[src/rtl/nebula_axil_master_if.sv]
// AXI-Lite initiator bus bundle: combined AW+W request, AR request, B and R responses.
interface nebula_axil_master_if #(
  parameter int ADDR_W = 32,
  parameter int DATA_W = 32
);
  logic                  m_aw_valid;
  logic                  m_aw_ready;
  logic [ADDR_W-1:0]     m_aw_addr;
  logic [DATA_W-1:0]     m_aw_data;
  logic [DATA_W/8-1:0]   m_aw_strb;
  logic                  m_b_valid;
  logic                  m_b_ready;
  logic [1:0]            m_b_resp;
  logic                  m_ar_valid;
  logic                  m_ar_ready;
  logic [ADDR_W-1:0]     m_ar_addr;
  logic                  m_r_valid;
  logic                  m_r_ready;
  logic [DATA_W-1:0]     m_r_data;
  logic [1:0]            m_r_resp;

  modport master (
    output m_aw_valid, m_aw_addr, m_aw_data, m_aw_strb,
    input  m_aw_ready,
    input  m_b_valid, m_b_resp,
    output m_b_ready,
    output m_ar_valid, m_ar_addr,
    input  m_ar_ready,
    input  m_r_valid, m_r_data, m_r_resp,
    output m_r_ready
  );

  modport slave (
    input  m_aw_valid, m_aw_addr, m_aw_data, m_aw_strb,
    output m_aw_ready,
    output m_b_valid, m_b_resp,
    input  m_b_ready,
    input  m_ar_valid, m_ar_addr,
    output m_ar_ready,
    output m_r_valid, m_r_data, m_r_resp,
    input  m_r_ready
  );
endinterface

[src/rtl/nebula_axil_master.sv]
// Single-outstanding AXI-Lite initiator turning cmd/rsp requests into bus transactions.
// Optional abort-on-timeout enabled by defining NEBULA_AXIL_MST_TIMEOUT_EN.
module nebula_axil_master #(
  parameter int ADDR_W         = 32,
  parameter int DATA_W         = 32,
  parameter int TIMEOUT_CYCLES = 256
) (
  input  logic                clk,
  input  logic                rst_n,
  input  logic                cmd_valid_i,
  output logic                cmd_ready_o,
  input  logic                cmd_write_i,
  input  logic [ADDR_W-1:0]   cmd_addr_i,
  input  logic [DATA_W-1:0]   cmd_wdata_i,
  input  logic [DATA_W/8-1:0] cmd_strb_i,
  output logic                rsp_valid_o,
  input  logic                rsp_ready_i,
  output logic [DATA_W-1:0]   rsp_rdata_o,
  output logic [1:0]          rsp_resp_o,
  output logic                rsp_timeout_o,
  output logic                busy_o,
  nebula_axil_master_if.master m_axi
);
  typedef enum logic [2:0] {
    IDLE    = 3'd0,
    WR_REQ  = 3'd1,
    WR_RESP = 3'd2,
    RD_REQ  = 3'd3,
    RD_DATA = 3'd4,
    RSP     = 3'd5
  } state_e;

  state_e                state_q, state_d;
  logic [ADDR_W-1:0]     addr_q, addr_d;
  logic [DATA_W-1:0]     wdata_q, wdata_d;
  logic [DATA_W/8-1:0]   strb_q, strb_d;
  logic [DATA_W-1:0]     rdata_q, rdata_d;
  logic [1:0]            resp_q, resp_d;
  logic                  tmo_q, tmo_d;
  logic                  cmd_ready_q, rsp_valid_q, busy_q;
  logic                  aw_valid_q, b_ready_q, ar_valid_q, r_ready_q;
  logic                  accept_s, done_s, tmo_hit_s;

  assign accept_s = (state_q == IDLE) && cmd_valid_i && cmd_ready_q;
  assign done_s   = ((state_q == WR_RESP) && m_axi.m_b_valid) ||
                    ((state_q == RD_DATA) && m_axi.m_r_valid);

`ifdef NEBULA_AXIL_MST_TIMEOUT_EN
  localparam int CNT_W = $clog2(TIMEOUT_CYCLES) + 1;
  logic [CNT_W-1:0] cnt_q, cnt_d;
  logic             in_flight_s;

  assign in_flight_s = (state_q == WR_REQ) || (state_q == WR_RESP) ||
                       (state_q == RD_REQ) || (state_q == RD_DATA);
  // A response beat in the final cycle still completes normally.
  assign tmo_hit_s = in_flight_s && !done_s &&
                     (cnt_q == CNT_W'(TIMEOUT_CYCLES - 1));

  // Cycles spent waiting on the bus since the command was accepted.
  always_comb begin
    cnt_d = cnt_q;
    if (accept_s) begin
      cnt_d = '0;
    end else if (in_flight_s) begin
      cnt_d = cnt_q + CNT_W'(1);
    end else begin
      cnt_d = cnt_q;
    end
  end

  // Timeout counter register.
  always_ff @(posedge clk or negedge rst_n) begin
    if (!rst_n) begin
      cnt_q <= '0;
    end else begin
      cnt_q <= cnt_d;
    end
  end
`else
  assign tmo_hit_s = 1'b0;
`endif

  // Next-state and latch-enable decode.
  always_comb begin
    state_d = state_q;
    addr_d  = addr_q;
    wdata_d = wdata_q;
    strb_d  = strb_q;
    rdata_d = rdata_q;
    resp_d  = resp_q;
    tmo_d   = tmo_q;
    if (tmo_hit_s) begin
      state_d = RSP;
      rdata_d = '0;
      resp_d  = 2'b10;
      tmo_d   = 1'b1;
    end else begin
      case (state_q)
        IDLE: begin
          if (accept_s) begin
            addr_d  = cmd_addr_i;
            wdata_d = cmd_wdata_i;
            strb_d  = cmd_strb_i;
            state_d = cmd_write_i ? WR_REQ : RD_REQ;
          end else begin
            state_d = IDLE;
          end
        end
        WR_REQ: begin
          if (m_axi.m_aw_ready) state_d = WR_RESP;
          else                  state_d = WR_REQ;
        end
        WR_RESP: begin
          if (m_axi.m_b_valid) begin
            rdata_d = '0;
            resp_d  = m_axi.m_b_resp;
            tmo_d   = 1'b0;
            state_d = RSP;
          end else begin
            state_d = WR_RESP;
          end
        end
        RD_REQ: begin
          if (m_axi.m_ar_ready) state_d = RD_DATA;
          else                  state_d = RD_REQ;
        end
        RD_DATA: begin
          if (m_axi.m_r_valid) begin
            rdata_d = m_axi.m_r_data;
            resp_d  = m_axi.m_r_resp;
            tmo_d   = 1'b0;
            state_d = RSP;
          end else begin
            state_d = RD_DATA;
          end
        end
        RSP: begin
          if (rsp_ready_i) state_d = IDLE;
          else             state_d = RSP;
        end
        default: state_d = IDLE;
      endcase
    end
  end

  // State, payload and output flops; handshake outputs follow the next state.
  always_ff @(posedge clk or negedge rst_n) begin
    if (!rst_n) begin
      state_q     <= IDLE;
      addr_q      <= '0;
      wdata_q     <= '0;
      strb_q      <= '0;
      rdata_q     <= '0;
      resp_q      <= 2'b00;
      tmo_q       <= 1'b0;
      cmd_ready_q <= 1'b0;
      rsp_valid_q <= 1'b0;
      busy_q      <= 1'b0;
      aw_valid_q  <= 1'b0;
      b_ready_q   <= 1'b0;
      ar_valid_q  <= 1'b0;
      r_ready_q   <= 1'b0;
    end else begin
      state_q     <= state_d;
      addr_q      <= addr_d;
      wdata_q     <= wdata_d;
      strb_q      <= strb_d;
      rdata_q     <= rdata_d;
      resp_q      <= resp_d;
      tmo_q       <= tmo_d;
      cmd_ready_q <= (state_d == IDLE);
      rsp_valid_q <= (state_d == RSP);
      busy_q      <= (state_d != IDLE);
      aw_valid_q  <= (state_d == WR_REQ);
      b_ready_q   <= (state_d == WR_RESP);
      ar_valid_q  <= (state_d == RD_REQ);
      r_ready_q   <= (state_d == RD_DATA);
    end
  end

  assign cmd_ready_o      = cmd_ready_q;
  assign rsp_valid_o      = rsp_valid_q;
  assign rsp_rdata_o      = rdata_q;
  assign rsp_resp_o       = resp_q;
  assign rsp_timeout_o    = tmo_q;
  assign busy_o           = busy_q;
  assign m_axi.m_aw_valid = aw_valid_q;
  assign m_axi.m_aw_addr  = addr_q;
  assign m_axi.m_aw_data  = wdata_q;
  assign m_axi.m_aw_strb  = strb_q;
  assign m_axi.m_b_ready  = b_ready_q;
  assign m_axi.m_ar_valid = ar_valid_q;
  assign m_axi.m_ar_addr  = addr_q;
  assign m_axi.m_r_ready  = r_ready_q;
endmodule

[src/flat_wrapper.sv]
// flat-port wrapper written by rule: the top's interface ports become plain ports
module nebula_axil_master_flat 
#(
  parameter int ADDR_W         = 32,
  parameter int DATA_W         = 32,
  parameter int TIMEOUT_CYCLES = 256
)
  (clk, rst_n, cmd_valid_i, cmd_ready_o, cmd_write_i, cmd_addr_i, cmd_wdata_i, cmd_strb_i, rsp_valid_o, rsp_ready_i, rsp_rdata_o, rsp_resp_o, rsp_timeout_o, busy_o, m_axi_m_aw_valid, m_axi_m_aw_addr, m_axi_m_aw_data, m_axi_m_aw_strb, m_axi_m_aw_ready, m_axi_m_b_valid, m_axi_m_b_resp, m_axi_m_b_ready, m_axi_m_ar_valid, m_axi_m_ar_addr, m_axi_m_ar_ready, m_axi_m_r_valid, m_axi_m_r_data, m_axi_m_r_resp, m_axi_m_r_ready);
  nebula_axil_master_if #(.ADDR_W(ADDR_W), .DATA_W(DATA_W)) m_axi_i ();
  input  logic clk;
  input  logic rst_n;
  input  logic cmd_valid_i;
  output logic cmd_ready_o;
  input  logic cmd_write_i;
  input  logic [ADDR_W-1:0] cmd_addr_i;
  input  logic [DATA_W-1:0] cmd_wdata_i;
  input  logic [DATA_W/8-1:0] cmd_strb_i;
  output logic rsp_valid_o;
  input  logic rsp_ready_i;
  output logic [DATA_W-1:0] rsp_rdata_o;
  output logic [1:0] rsp_resp_o;
  output logic rsp_timeout_o;
  output logic busy_o;
  output wire logic [$bits(m_axi_i.m_aw_valid)-1:0] m_axi_m_aw_valid;
  output wire logic [$bits(m_axi_i.m_aw_addr)-1:0] m_axi_m_aw_addr;
  output wire logic [$bits(m_axi_i.m_aw_data)-1:0] m_axi_m_aw_data;
  output wire logic [$bits(m_axi_i.m_aw_strb)-1:0] m_axi_m_aw_strb;
  input wire logic [$bits(m_axi_i.m_aw_ready)-1:0] m_axi_m_aw_ready;
  input wire logic [$bits(m_axi_i.m_b_valid)-1:0] m_axi_m_b_valid;
  input wire logic [$bits(m_axi_i.m_b_resp)-1:0] m_axi_m_b_resp;
  output wire logic [$bits(m_axi_i.m_b_ready)-1:0] m_axi_m_b_ready;
  output wire logic [$bits(m_axi_i.m_ar_valid)-1:0] m_axi_m_ar_valid;
  output wire logic [$bits(m_axi_i.m_ar_addr)-1:0] m_axi_m_ar_addr;
  input wire logic [$bits(m_axi_i.m_ar_ready)-1:0] m_axi_m_ar_ready;
  input wire logic [$bits(m_axi_i.m_r_valid)-1:0] m_axi_m_r_valid;
  input wire logic [$bits(m_axi_i.m_r_data)-1:0] m_axi_m_r_data;
  input wire logic [$bits(m_axi_i.m_r_resp)-1:0] m_axi_m_r_resp;
  output wire logic [$bits(m_axi_i.m_r_ready)-1:0] m_axi_m_r_ready;
  assign m_axi_m_aw_valid = m_axi_i.m_aw_valid;
  assign m_axi_m_aw_addr = m_axi_i.m_aw_addr;
  assign m_axi_m_aw_data = m_axi_i.m_aw_data;
  assign m_axi_m_aw_strb = m_axi_i.m_aw_strb;
  assign m_axi_i.m_aw_ready = m_axi_m_aw_ready;
  assign m_axi_i.m_b_valid = m_axi_m_b_valid;
  assign m_axi_i.m_b_resp = m_axi_m_b_resp;
  assign m_axi_m_b_ready = m_axi_i.m_b_ready;
  assign m_axi_m_ar_valid = m_axi_i.m_ar_valid;
  assign m_axi_m_ar_addr = m_axi_i.m_ar_addr;
  assign m_axi_i.m_ar_ready = m_axi_m_ar_ready;
  assign m_axi_i.m_r_valid = m_axi_m_r_valid;
  assign m_axi_i.m_r_data = m_axi_m_r_data;
  assign m_axi_i.m_r_resp = m_axi_m_r_resp;
  assign m_axi_m_r_ready = m_axi_i.m_r_ready;
  nebula_axil_master #(.ADDR_W(ADDR_W), .DATA_W(DATA_W), .TIMEOUT_CYCLES(TIMEOUT_CYCLES)) u_core (.clk(clk), .rst_n(rst_n), .cmd_valid_i(cmd_valid_i), .cmd_ready_o(cmd_ready_o), .cmd_write_i(cmd_write_i), .cmd_addr_i(cmd_addr_i), .cmd_wdata_i(cmd_wdata_i), .cmd_strb_i(cmd_strb_i), .rsp_valid_o(rsp_valid_o), .rsp_ready_i(rsp_ready_i), .rsp_rdata_o(rsp_rdata_o), .rsp_resp_o(rsp_resp_o), .rsp_timeout_o(rsp_timeout_o), .busy_o(busy_o), .m_axi(m_axi_i));
endmodule
[config.mk]
export PLATFORM = sky130hd
export DESIGN_NAME = nebula_axil_master_flat
export DESIGN_NICKNAME = d
export VERILOG_FILES = /design/src/rtl/nebula_axil_master_if.sv /design/src/rtl/nebula_axil_master.sv /design/src/flat_wrapper.sv
export SDC_FILE = /design/constraint.sdc
export NUM_CORES = 1
export LEC_CHECK = 0
export CAP_MARGIN = 15
export CORE_MARGIN = 2
export CORE_UTILIZATION = 30
export CTS_CLUSTER_DIAMETER = 80
export DETAILED_ROUTE_END_ITERATION = 8
export HOLD_SLACK_MARGIN = 0.12
export SLEW_MARGIN = 20
export SYNTH_ARGS = -nofsm -noshare
export SYNTH_HDL_FRONTEND = slang
export SYNTH_SLANG_ARGS = --single-unit
export TNS_END_PERCENT = 100
[constraint.sdc]
create_clock -name clk -period 2.21 [get_ports clk]
set_input_delay 0.221 -clock clk [delete_from_list [all_inputs] [get_ports clk]]
set_output_delay 0.221 -clock clk [all_outputs]
set_load 0.01 [all_outputs]
==> summary by stage, run 1 <==
Yosys
The cell type with the highest aggregate area in the netlist is sky130_fd_sc_hd__dfrtp_1. In the synthesized netlist the dominant register cell turns out to be sky130_fd_sc_hd__dfrtp_1. The share of synthesized registers carrying an async set or reset is 100.0%. The number of synthesized flops with an enable pin is 0. The register area share after synthesis is 60.30%. Of the total synthesized cell area, the portion taken by XOR and XNOR cells is 0%. The synthesized netlist devotes under 10% of its cell area to simple gates. The multiplexer share of the synthesized area is approximately 18%.

Counting every instance in the synthesized netlist gives ~370. By area, the combinational part of the netlist is dominated by multiplexers. A synthesized cell averages 12.43 sq um. The share of the synthesized area in compound gates (AO/OA/AOI/OAI) is 4.980%. The synthesized netlist devotes 0% of its cell area to adder and majority cells. The net count after synthesis is slightly below 500. The total of warnings raised by yosys is 0. Of the post-synthesis cell area, the dominant cell type holds about three fifths. The cell area that synthesis handed to floorplanning was between 0.004 and 0.005 sq mm. In the post-synthesis netlist, the biggest area contributors are sky130_fd_sc_hd__dfrtp_1 (60%), sky130_fd_sc_hd__mux2_2 (12%), sky130_fd_sc_hd__buf_4 (5.5%).

Counting flops and latches in the post-synthesis netlist gives 112. The number of distinct library cells after synthesis is 32.

Placed design
The number of input and output port buffers inserted is 253. Timing analysis after detailed placement gives a worst setup slack of between 0.2 and 0.3 ns. The placed instances occupy a cell area of ~0.0071 sq mm. At the end of routability-driven placement, the weighted congestion stood at roughly 0.75. The placed wire-length estimate after detailed placement is ~8.9 mm.

Route
The final layout contains routed wiring with a total length of 11.77 mm. The number of vias per cell is 4.451. In this run the remaining antenna-violating nets after routing total 0. The number of optimization iterations in the first detailed-route pass is 5. The number of remaining DRC errors is 0. The total via count after detailed routing is about 3500. The first routing iteration left approximately 100 violations.

The final routed wire length divided by cell count is around 15 um.

Setup path
The critical path starts at u_core.state_q[1]. The highest fanout seen on the critical path is between 60 and 70. The number of cells traversed by the worst register-to-register path is 4. The worst setup path is captured at a flip-flop. The delay contributed by the slowest stage of the critical path is roughly 0.50 ns.

The endpoint identified for the worst register-to-register timing path is u_core.m_axi.m_ar_addr[2]. Together, buffers and inverters on the worst path number 1. The register-to-register path setup slack is between 0.4 and 0.5 ns. The cell with the largest stage delay on the worst path is sky130_fd_sc_hd__dfrtp_1.

The kind of cell with the highest combined delay on the critical path is flip-flops. In this run the critical register-to-register path is launched from u_core.state_q[1]. The worst setup path is launched from a flip-flop. Data on the critical path arrives at its endpoint at 2.02 ns. Traced cell by cell, the critical path runs through nand3b_4 > nor3_4 > buf_12 > mux2_2. The required time reported for the critical path endpoint is about 2.4 ns.

The critical path start-end classification is flip-flop to flip-flop.

Timing
In the finished design, the share of the clock period the worst path needs comes to 81.12%. Setup total negative slack on the finished layout was measured at 0 ns. Setup violations remaining at the end of the flow were counted as 0.

The number of max-slew violations in the final report is 0. The actual slew at the worst max-slew pin is between 0.5 and 0.6 ns. The number of hold-slack violations in the final timing report was 0. The worst pin sits at a relative slew slack of a little under two thirds. Setup repair after global routing left no endpoint under its margin. Across the routed clock network, the largest skew measured is just under 0.006 ns. Setup slack closes at ~0.42 ns.

For this run, the top clock speed supported by timing is 557.8 MHz. For the finished layout, the period the worst path requires is around 1.8 ns.

Power and ir drop
The worst voltage drop across the vdd grid is between 0.5 and 0.6 mV. Summed over all cells, the static leakage comes to 3.065 nW. The total power density per cell area is approximately 1300 mW/mm^2. The design draws between 0.009 and 0.01 W.

Die
After floorplanning, the core was sized to cover ~0.015 sq mm. The die span in x is 128.5 um. The overall die area is approximately 0.017 sq mm. The vertical die dimension is about 130 um. The initial core utilization is a little under a third.

Pin placement for this block handled about 260 I/O pins. The number of placement rows is between 40 and 50.

Global routing
The first-pass GRT wire length is ~19 mm. The combined global-route utilization of all metal layers is around 14%. The via count of the first global-routing pass was between 3000 and 4000. The total congestion overflow is 0. The number of antenna violations at the first check in global routing is 0. The pin count of the biggest net entering global routing is 70.

CTS
The clock passes through at most 2 buffers. CTS built an H-tree with a depth of 3. The number of clock sinks is ~110. Clock latency on the worst-skew pair, taken at its later pin, is 0.34 ns. TritonCTS created 9 clock buffers. After clock tree synthesis, the clock-pin slew on the worst setup and hold paths is ~0.07 ns. The CTS tree is done. The tree is rooted in a sky130_fd_sc_hd__clkbuf_16.

Cells and area
In the final design database the tool counted 703 nets. The count of inserted antenna diode cells is 0. The most common library cell in the layout ignoring fill and taps is sky130_fd_sc_hd__clkdlybuf4s50_1. After routing the design area is around 0.0074 sq mm. Cells fill between 40% and 50% of the core in the end.

The area overhead of the layout relative to synthesis is 59.62%. The fill cell total of the finished layout is approximately 1400. In the layout the commonest cells are sky130_fd_sc_hd__clkdlybuf4s50_1 (252), sky130_fd_sc_hd__dfrtp_1 (112), sky130_fd_sc_hd__nand2_1 (68), sky130_fd_sc_hd__mux2_2 (50), sky130_fd_sc_hd__o21ai_0 (32). The fraction of layout cells with a size suffix above 1 is approximately 13%.

Worst hold path
The tightest min-delay check is of the primary input to async pin type.

Run status
The run finished with clean final reports.

Job
The count of max-cap constraint violations is 0.
==> final cells by class <==
| type | count | area [sq um] | share of cell area (%) |
|---|---|---|---|
| flip-flops and latches | 112 | 2803 | 37.77 |
| repair buffers | 259 | 2628 | 35.41 |
| multi-input cells | 205 | 1469 | 19.80 |
| well taps | 188 | 235.2 | 3.170 |
| clock buffers | 9 | 225.2 | 3.035 |
| clock inverters | 7 | 48.80 | 0.6577 |
| inverters | 3 | 11.26 | 0.1518 |
==> worst max path at each step <==
stage | depth (start not counted) | to
final | 4 | u_core.m_axi.m_ar_addr[2]
after global routing | 4 | u_core.m_axi.m_ar_addr[5]
after CTS | 4 | u_core.m_axi.m_ar_addr[5]
after detailed placement | 5 | u_core.m_axi.m_ar_addr[2]
after global placement | 5 | u_core.m_axi.m_ar_addr[12]
after floorplan | 6 | u_core.m_axi.m_aw_data[14]
==> logic make-up (layout without fill, tap and decap cells) <==
logic type      count (synthesis)  after routing
compound gates                 42             42
buf+inv                        57            278
flops                         112            112
mux                            73             73
other cells                     1              1
simple gates                   89             89
==> cells in the mapped netlist (2+ instances only) <==
cell,count
sky130_fd_sc_hd__dfrtp_1,112
sky130_fd_sc_hd__nand2_1,68
sky130_fd_sc_hd__mux2_2,50
sky130_fd_sc_hd__buf_4,34
sky130_fd_sc_hd__o21ai_0,32
sky130_fd_sc_hd__mux2_1,20
sky130_fd_sc_hd__buf_2,11
sky130_fd_sc_hd__clkbuf_1,6
sky130_fd_sc_hd__a21oi_1,3
sky130_fd_sc_hd__and3_1,3
sky130_fd_sc_hd__buf_6,3
sky130_fd_sc_hd__inv_1,3
sky130_fd_sc_hd__mux2i_1,3
sky130_fd_sc_hd__nand2b_1,3
sky130_fd_sc_hd__nor2b_1,3
sky130_fd_sc_hd__nand3b_1,2
sky130_fd_sc_hd__nor3b_1,2
sky130_fd_sc_hd__o21ai_1,2
==> sequential cells by signal, summed over array words and instances (netlist names), 2 cells and up <==
register                flops
u_core.rsp_resp_o           2
u_core.m_axi.m_ar_addr     32
u_core.m_axi.m_aw_strb      4
u_core.state_q              3
u_core.rsp_rdata_o         32
u_core.m_axi.m_aw_data     32
==> through the flow <==
step	hold WS, ns	instances
after floorplan	-0.07459	374
after global placement	0.2422	766
after detailed placement	0.2534	766
after CTS	0.3971	783
after global routing	0.4081	783
final	0.4105	783
==> per-layer routing <==
| metal | GRT usage [%] | vias to the layer above | part of all wire [%] |
|---|---|---|---|
| met1 | 15.99 | 1669 | 38 |
| met3 | 4.782 | 11 | 9.2 |
| met4 | 5.430 | 0 | 1.4 |
| li1 | - | 1650 | - |
| met2 | 25.81 | 155 | 51 |
| met5 | 0 | - | 0 |
==> where the power goes <==
group | internal (W) | switching, W | total [W]
clock | 0.000763 | 0.000743 | 0.00151
sequential | 0.00295 | 0.000573 | 0.00352
combinational | 0.00291 | 0.00184 | 0.00476
==> what timing repair did <==
| item | CTS | global route |
|---|---|---|
| hold buffers | 1 | 0 |
| gates resized for setup | 0 | 0 |
| setup buffers | 0 | 0 |
| hold endpoints to repair | 37 | 0 |
Note: power is estimated with default switching activity, not from simulation.
==> run 2, diff against run 1 <==
PLACE_DENSITY = 0.67   (was not set)
clock period = 1.5 ns   (was 2.21 ns; I/O delays follow)
==> summary by stage, run 2 (synthesized netlist as in run 1, its figures left out) <==
Run status
The run finished, with violations left. The checks that failed: setup timing.

Placed design
The number of placed cells counting well taps came to 784 (+2.3%). The placed wire-length estimate after detailed placement came to 9.541 mm (+7.3%). The final weighted congestion of routability-driven global placement is 0.8198 (+9.5%).

The number of input and output port buffers inserted is 253 (unchanged). The worst-case setup slack after placement was -0.2396 ns (-0.5359 ns).

Route
The initial detailed-routing violation count was 105 (+2.9%). The final routed wire length divided by cell count came to 17.21 um (+14%). The number of optimization iterations in the first detailed-route pass came to 4 (-1).

The total via count after detailed routing is 3674 (+5.4%). The number of vias per cell was 4.530 (+1.8%). The post-detailed-routing wire length is 13.96 mm (+19%). The number of remaining DRC errors was 0 (unchanged).

The remaining antenna violation count is 0 (unchanged).

Global routing
The via count of the first global-routing pass is 3759 (+5.1%). The total congestion overflow is 0 (unchanged). The combined global-route utilization of all metal layers came to 15.12% (+0.67 points).

The pin count of the biggest net entering global routing came to 69 (-1.4%). The number of antenna violations at the first check in global routing was 0 (unchanged). The first-pass GRT wire length was 19.58 mm (+5.2%).

Timing
The shortest clock period the worst path allows after layout was 1.558 ns (-0.2344 ns). The number of hold-slack violations in the final timing report is 0 (unchanged). The total of endpoints with negative setup slack in the final report is 17 (+17). The number of max-slew violations in the final report is 0 (unchanged). The worst setup margin is -0.05835 ns (-0.4756 ns). The clock skew was 0.004006 ns (-0.001793 ns). The highest clock rate came to 641.7 MHz (+15%). The final hold slack is 0.3352 ns (-0.07527 ns). Setup repair after global routing could not meet its margin everywhere. The final clock period utilization by the worst path is 103.9% (+23 points).

Setup path
The worst register-to-register path begins at u_core.state_q[1]. The highest fanout seen on the critical path came to 5 (-93%). The critical path capture point type is a flip-flop. Walking the worst path, the cells encountered are buf_6 > buf_6 > nand2b_4 > and3_4 > o32a_1 > and3_1. The cell type with the highest occurrence count on the critical path is sky130_fd_sc_hd__buf_6.

The cell with the largest stage delay on the worst path is sky130_fd_sc_hd__dfrtp_1. The critical path is of the flip-flop to flip-flop type. The register-to-register path setup slack is -0.06 ns (-0.48 ns). The required time reported for the critical path endpoint came to 1.74 ns (-0.70 ns). The critical path arrival was 1.80 ns (-0.22 ns).

In this run the critical register-to-register path is captured at u_core.m_axi.m_aw_valid. The number of cells traversed by the worst register-to-register path is 6 (+2). The delay contributed by the slowest stage of the critical path came to 0.39 ns (-0.11 ns). The type of element launching the critical path is a flip-flop.

CTS
The number of clock sinks is 112 (unchanged). The register clock-pin slew on the reported worst setup and hold paths is 0.07 ns (about the same). The source-to-sink clock delay at the later pin of the worst-skew pair is 0.35 ns (about the same).

The TritonCTS buffer count is 9 (unchanged). The CTS tree is done. The buffer cell driving the clock tree root is sky130_fd_sc_hd__clkbuf_16. The level count of the clock H-tree is 3 (unchanged). The number of buffers between clock root and the deepest sink is 2 (unchanged).

Cells and area
The fraction of layout cells with a size suffix above 1 came to 21.51% (+8.6 points). The fill cell total of the finished layout is 1252 (-7.4%). The filler-free cell count of the finished design is 811 (+3.6%). The library cells used most frequently in the layout, excluding fill and tap cells, are sky130_fd_sc_hd__clkdlybuf4s50_1 (241), sky130_fd_sc_hd__dfrtp_1 (111), sky130_fd_sc_hd__nand2_1 (65), sky130_fd_sc_hd__mux2_4 (50), sky130_fd_sc_hd__o21ai_1 (23).

The utilization of the core after routing is 53.49% (+4.5 points). The final-stage net count is 731 (+4.0%). The most common library cell in the layout ignoring fill and taps is sky130_fd_sc_hd__clkdlybuf4s50_1. The count of inserted antenna diode cells is 0 (unchanged).

The area overhead of the layout relative to synthesis is 74.29%.

Die
The die span in x was 128.5 um (unchanged). The initial core utilization was 30.69% (unchanged). The placeable core region is 0.01515 sq mm (unchanged). The I/O pin count was 255 (unchanged). The number of placement rows is 45 (unchanged). The vertical die dimension came to 128.5 um (unchanged).

The overall die area is 0.01651 sq mm (unchanged).

Worst hold path
The tightest min-delay check is of the primary input to async pin type.

Power and ir drop
The total power density per cell area was 2022 mW/mm^2 (+53%). The reported leakage power was 3.561 nW (+16%). The worst voltage drop across the vdd grid is 0.8723 mV (+73%).

Job
The count of max-cap constraint violations is 0 (unchanged).
-- run 2: cell types whose count changed in the layout (fill, tap and decap cells not counted), sizes merged --
cell / previous run / this run
buf: 6 / 30
clkinv: 3 / 0
clkdlybuf4s50: 252 / 241
bufinv: 0 / 1
clkinvlp: 4 / 1
clkbuf: 9 / 14
dlymetal6s2s: 0 / 11
inv: 3 / 7
-- run 2: cell type report --
class                   count  area [sq um]  area share [%]
multi-input cells         205          1727           21.31
clock buffers              10         239.0           2.950
flip-flops and latches    112          2804           34.61
well taps                 188         235.2           2.903
inverters                   3         11.26          0.1390
clock inverters             6         72.57          0.8958
repair buffers            287          3013           37.19
-- run 2: routing by layer --
metal  track usage [%]  part of all wire, %
met2             26.13                   51
met5                 0                    0
met3             6.528                  8.7
met1             16.82                   38
met4             4.913                  2.0
-- run 2: how the worst max path moves through the flow --
stage / from / to / slack [ns] / cells after the start
floorplan: u_core.state_q[1] / u_core.m_axi.m_aw_data[14] / -0.08 / 6
global placement: cmd_valid_i / u_core.m_axi.m_aw_valid / -0.21 / 6
detailed placement: cmd_valid_i / u_core.m_axi.m_aw_strb[0] / -0.24 / 6
CTS: u_core.state_q[1] / u_core.m_axi.m_aw_valid / -0.03 / 6
global route: u_core.state_q[1] / u_core.m_axi.m_aw_data[9] / -0.11 / 5
finish: u_core.state_q[1] / u_core.m_axi.m_aw_valid / -0.06 / 6
-- run 2: repair_timing --
item                                    in CTS  in global routing
resized for setup                           13                 91
endpoints found under the setup margin       4                116
hold endpoints to repair                   112                  0
pin swaps                                    4                  4
setup buffers                                2                  2
hold buffers                                 1                  0
cloned                                       0                  6
-- run 2: worst max-delay path, delay by kind of cell (launching register included) --
family                 cells  cell delay [ns]
flip-flops                 1             0.39
AND/OR/NAND/NOR            3             0.49
buffers and inverters      2             0.25
AO/OA/AOI/OAI              1             0.33
-- run 2: where the power goes --
| group | total (W) | internal (W) | switching, W |
|---|---|---|---|
| Sequential | 0.00522 | 0.00435 | 0.000871 |
| Clock | 0.00249 | 0.00137 | 0.00112 |
| Combinational | 0.00867 | 0.00542 | 0.00325 |
| Total | 0.0164 | 0.0111 | 0.00524 |
-- run 2: stage by stage --
step	area [sq um]	setup TNS, ns	power [W]
2_1_floorplan	4652	-3.389	0.008651
3_3_place_gp	7333	-13.97	0.01261
3_5_place_dp	7333	-17.01	0.01282
4_1_cts	7719	-0.2173	0.01551
5_1_grt	8102	-5.395	0.01734
6_report	8102	-0.1751	0.01638
